--- config.mk ---
export PLATFORM = sky130hd
export DESIGN_NAME = hazard_ctrl
export DESIGN_NICKNAME = d
export VERILOG_FILES = /design/src/rtl/hazard_ctrl.sv
export SDC_FILE = /design/constraint.sdc
export NUM_CORES = 1
export LEC_CHECK = 0
export ABC_AREA = 0
export CORE_MARGIN = 2
export CORE_UTILIZATION = 40
export CTS_BUF_LIST = sky130_fd_sc_hd__clkbuf_8
export DETAILED_ROUTE_END_ITERATION = 7
export HOLD_SLACK_MARGIN = 0.03
export PLACE_DENSITY_LB_ADDON = 0.15
export REMOVE_ABC_BUFFERS = 1
export SYNTH_ARGS = -nofsm -noshare
export SYNTH_HDL_FRONTEND = slang
export SYNTH_SLANG_ARGS = --single-unit
--- constraint.sdc ---
create_clock -name clk -period 4.7 [get_ports clk]
set_input_delay 1.175 -clock clk [delete_from_list [all_inputs] [get_ports clk]]
set_output_delay 1.175 -clock clk [all_outputs]
set_load 0.1 [all_outputs]
--- src/rtl/hazard_ctrl.sv ---
// Pipeline hazard/flush controller: load-use stalls, jump/branch flushes and multi-cycle
// mult/div holds, plus saturating stall/flush performance counters.
module hazard_ctrl #(
  parameter int MD_CYCLES = 4,
  parameter int CNT_W     = 16
) (
  input  logic             clk,
  input  logic             reset,
  input  logic [31:0]      if_id_inst,
  input  logic             id_ex_mem_read,
  input  logic [4:0]       id_ex_rt,
  input  logic             id_jump,
  input  logic             mem_branch_taken,
  input  logic             md_start,
  output logic [1:0]       if_id_op,
  output logic             pc_hold,
  output logic             id_ex_hold,
  output logic             id_ex_flush,
  output logic             ex_mem_flush,
  output logic [CNT_W-1:0] stall_cnt,
  output logic [CNT_W-1:0] flush_cnt
);

  localparam int MDW = (MD_CYCLES > 2) ? $clog2(MD_CYCLES) : 1;

  localparam logic [1:0] OP_LOAD  = 2'b00;
  localparam logic [1:0] OP_FLUSH = 2'b01;
  localparam logic [1:0] OP_HOLD  = 2'b10;

  typedef enum logic {IDLE, MD_BUSY} state_e;

  state_e           state_q, state_d;
  logic [MDW-1:0]   md_cnt_q, md_cnt_d;
  logic [CNT_W-1:0] stall_cnt_q, stall_cnt_d;
  logic [CNT_W-1:0] flush_cnt_q, flush_cnt_d;

  logic [5:0] opcode;
  logic [4:0] inst_rs;
  logic [4:0] inst_rt;
  logic       rt_is_source;
  logic       load_use;
  logic       unused_inst;

  function automatic logic [CNT_W-1:0] sat_inc(input logic [CNT_W-1:0] v);
    return (&v) ? v : v + CNT_W'(1);
  endfunction

  assign opcode      = if_id_inst[31:26];
  assign inst_rs     = if_id_inst[25:21];
  assign inst_rt     = if_id_inst[20:16];
  assign unused_inst = ^if_id_inst[15:0];

  // rt is a read operand only for R-type, beq, bne and sw; for other I-types it is the destination.
  assign rt_is_source = (opcode == 6'b000000) || (opcode == 6'b000100) ||
                        (opcode == 6'b000101) || (opcode == 6'b101011);

  assign load_use = id_ex_mem_read && (id_ex_rt != 5'd0) &&
                    ((id_ex_rt == inst_rs) || ((id_ex_rt == inst_rt) && rt_is_source));

  always_comb begin
    if_id_op     = OP_LOAD;
    pc_hold      = 1'b0;
    id_ex_hold   = 1'b0;
    id_ex_flush  = 1'b0;
    ex_mem_flush = 1'b0;
    if (!reset) begin
      if (mem_branch_taken) begin
        if_id_op     = OP_FLUSH;
        id_ex_flush  = 1'b1;
        ex_mem_flush = 1'b1;
      end else if (state_q == MD_BUSY) begin
        if_id_op     = OP_HOLD;
        pc_hold      = 1'b1;
        id_ex_hold   = 1'b1;
        ex_mem_flush = 1'b1;
      end else if (load_use) begin
        if_id_op    = OP_HOLD;
        pc_hold     = 1'b1;
        id_ex_flush = 1'b1;
      end else if (id_jump) begin
        if_id_op = OP_FLUSH;
      end
    end
  end

  always_comb begin
    state_d  = state_q;
    md_cnt_d = md_cnt_q;
    if (mem_branch_taken) begin
      // A taken branch cancels any wrong-path mult/div, including one starting now.
      state_d  = IDLE;
      md_cnt_d = '0;
    end else begin
      case (state_q)
        IDLE: begin
          if (md_start) begin
            state_d  = MD_BUSY;
            md_cnt_d = MDW'(MD_CYCLES - 2);
          end
        end
        MD_BUSY: begin
          if (md_cnt_q == '0) begin
            state_d = IDLE;
          end else begin
            md_cnt_d = md_cnt_q - MDW'(1);
          end
        end
        default: state_d = IDLE;
      endcase
    end
  end

  assign stall_cnt_d = pc_hold                ? sat_inc(stall_cnt_q) : stall_cnt_q;
  assign flush_cnt_d = (if_id_op == OP_FLUSH) ? sat_inc(flush_cnt_q) : flush_cnt_q;

  always_ff @(posedge clk) begin
    if (reset) begin
      state_q     <= IDLE;
      md_cnt_q    <= '0;
      stall_cnt_q <= '0;
      flush_cnt_q <= '0;
    end else begin
      state_q     <= state_d;
      md_cnt_q    <= md_cnt_d;
      stall_cnt_q <= stall_cnt_d;
      flush_cnt_q <= flush_cnt_d;
    end
  end

  assign stall_cnt = stall_cnt_q;
  assign flush_cnt = flush_cnt_q;

endmodule
==> flow_summary.yaml <==
floorplanning:
  io_pins: 81
  die_w_um: 75.5
  die_y_um: 75.5
  core_region_area_um2: 5010
  dieArea_um2: 5700
  initial_core_util_pct: 40.8
  rows: 26
finish:
  drive_gt1_share_pct: 8.18
  regArea_um2: 701
  nets: 363
  multi_input_area_um2: 1240
  fin_area_um2: 2890
  syn2layout_area_growth_pct: 41.2
  fill_cells: 486
  antenna_cells: 0
  post-route-util_pct: 57.6
grt:
  globalRouteOverflowTotal: 0
  antenna_found_initial: 0
  grt_max_degree: 40
  track_usage_pct: 19.1
  grt_pass1_wl_um: 8510
  grt_pass1_vias: 1914
placement:
  dp_hpwl_um: 3740
  dp_slack_ps: 320
  numPortBuffers: 64
  postPlaceCellArea_um2: 2790
  gp_congestion: 0.903
logic_synthesis:
  synthArstFlopShare_pct: 0
  netlist_area_um2: 2040
  synth-main-ff-cell: "dfxtp_1"
  syn_inst: 256
  ys_ff_latch: 35
  seq_area_frac_synth_pct: 34.3
  synth_enable_flop_cells: 0
  yosys_warnings: 0
  syn_avg_cell_area_um2: 7.99
  ys_types: 49
timing:
  slew_viol_final: 0
  final.period_utilization_pct: 93.4
  finClkSkew_ps: 2.81
  worstMarginPinSlew_ps: 1000
  rsz0062_at_grt: "no"
  finalHoldViolCount: 0
  finalCriticalPeriod_ps: 4390
  clock.fmax_ghz: 0.228
  setup_slack_ps: 308
  slew_headroom_pct: 32.9
  setup_viol: 0
detailed_routing:
  ant_nets: 0
  wl_um: 5240
  drc: 0
  via_per_inst: 5.50
  drt-wirelength-per-cell_um: 13.5
  dr.pass1.iters: 4
  num_vias: 2135
  drt_iter0_drc: 65
flow_run:
  drv_cap: 0
power:
  fin_total_pwr_uw: 670
  swShare_pct: 28.4
  p_comb_share_pct: 18.1
  p_int_uw: 480
  seq_power_share_pct: 45.2
  power.density_nw_per_um2: 232
  power.switching_uw: 190
  ir_drop_mv: 0.161
  p_leak_uw: 0.000922
  pwr-share-clk_pct: 36.6
critical_path:
  crit_buf_inv: 2
  worstPathRequired_ps: 3520
  endpoint_kind: "output port"
  reg2reg_slack_ps: 2240
  path_cells: "clkdlybuf4s50_1, or4_1, a2111o_1, a21oi_1, a21oi_1, nor2_1, buf_12"
  worstPathArrival_ps: 3220
  worstPathMaxFanout: 4
  cpPeakStageDelay_ps: 520
  path_common_cell: "a21oi_1"
  crit_slowest_cell: "or4_1"
  critPathKind: "input pin to output port"
  crit_family: "compound AO/OA/AOI/OAI gates"
  worst_setup_path_start_kind: "input pin"
clocking:
  ctsRootBufferMaster: "clkbuf_8"
  clk_pin_slew_ps: 70
  post_cts_buffers: 0
  cts_tree: "done"
  cts_sinks: 35
  holdBufCountCts: 0
  cts_resized: 0
  max-clock-path-buffers: 2
  cts_max_level: 2
  clock_latency_ps: 280
  cts-buffers-inserted: 5
run_status:
  status: "completed"
hold_path:
  hold_path.class: "register to register"
[cell type report]
cell class	count	share of cell area [%]
Multi-Input combinational cell	200	42.9
Inverter	6	0.780
Clock inverter	1	0.130
Sequential cell	35	24.3
Timing Repair Buffer	69	25.6
Tap cell	70	3.03
Clock buffer	7	3.34
[metrics by stage]
step	std cells	TNS [ps]	hold WS (ps)
2_1_floorplan	241	-2900	453
3_3_place_gp	380	0	472
3_5_place_dp	380	0	478
4_1_cts	388	0	490
5_1_grt	388	0	507
6_report	388	0	484
[synth_stat cells, types with 2 or more instances]
cell type   n  area [um2]
o21ai_0    17        85.1
a21oi_1    24         120
nor2_1     22        82.6
ha_1        3        37.5
dfxtp_1    35         701
clkbuf_1    9        33.8
buf_6       3        33.8
xor2_1      4        35.0
xnor2_1     6        52.6
o311ai_1    2        17.5
nor4_1      6        37.5
and3_1      3        18.8
o21ai_1     2        10.0
nand3b_1    2        15.0
or3_1      18         113
or4_1       6        45.0
nand2_1    12        45.0
nor2b_1     6        37.5
nand4_1    12        75.1
or2_2       3        18.8
inv_1       5        18.8
o41ai_1     3        26.3
mux2_1      5        56.3
nor3_1      7        35.0
o31ai_1     2        15.0
nand3_1    16        80.1
[per-layer routing]
layer,track usage [%],wire length (um),up-vias
met5,0,0,-
met4,5.26,44,0
met3,4.37,220,6
met2,34.0,2560,53
met1,22.9,2410,990
li1,-,-,1086
[layout by cell type, fill, tap and decap left out, drive strengths merged, types with 11 or more instances in the layout]
master          n
nor2           22
nand4          12
o21ai          19
a21oi          24
nand2          12
clkdlybuf4s50  58
nand3          16
or3            18
dfxtp          35
buf            11
[registers in the layout, indices dropped and copies added (netlist names)]
register and cells:
flush_cnt 16, md_cnt_q 2, stall_cnt 16, state_q 1
[logic make-up after synthesis]
family	count (synthesis)	synth area share, %
XOR/XNOR	10	4.28
AO/OA/AOI/OAI	62	18.9
AND/OR/NAND/NOR	118	31.7
flip-flops	35	34.3
multiplexers	7	3.79
buffers and inverters	21	5.20
adder cells (fa/ha/maj)	3	1.84
[power by group through the flow]
| stage | Clock [uW] | Sequential [uW] | Combinational, uW |
|---|---|---|---|
| floorplan | 0 | 329 | 46.6 |
| global placement | 0 | 310 | 120 |
| detailed placement | 0 | 310 | 121 |
| CTS | 252 | 303 | 122 |
| global route | 262 | 304 | 129 |
| finish | 246 | 303 | 121 |
[worst register-to-register path, delay by kind of cell (launching register included)]
| family | cells | cell delay, ps |
|---|---|---|
| DFF | 1 | 430 |
| AOI/OAI and AO/OA | 1 | 610 |
| and+or+nand+nor | 3 | 970 |
| muxes | 1 | 330 |
[worst paths after layout]
path / from / endpoint / cells after the start
setup reg to reg: stall_cnt[3] / stall_cnt[11] / 5
setup / recovery: if_id_inst[27] / id_ex_flush / 7
hold reg to reg: md_cnt_q[1] / md_cnt_q[1] / 2
hold / removal: md_cnt_q[1] / md_cnt_q[1] / 2
(Power assumes the default switching activity.)
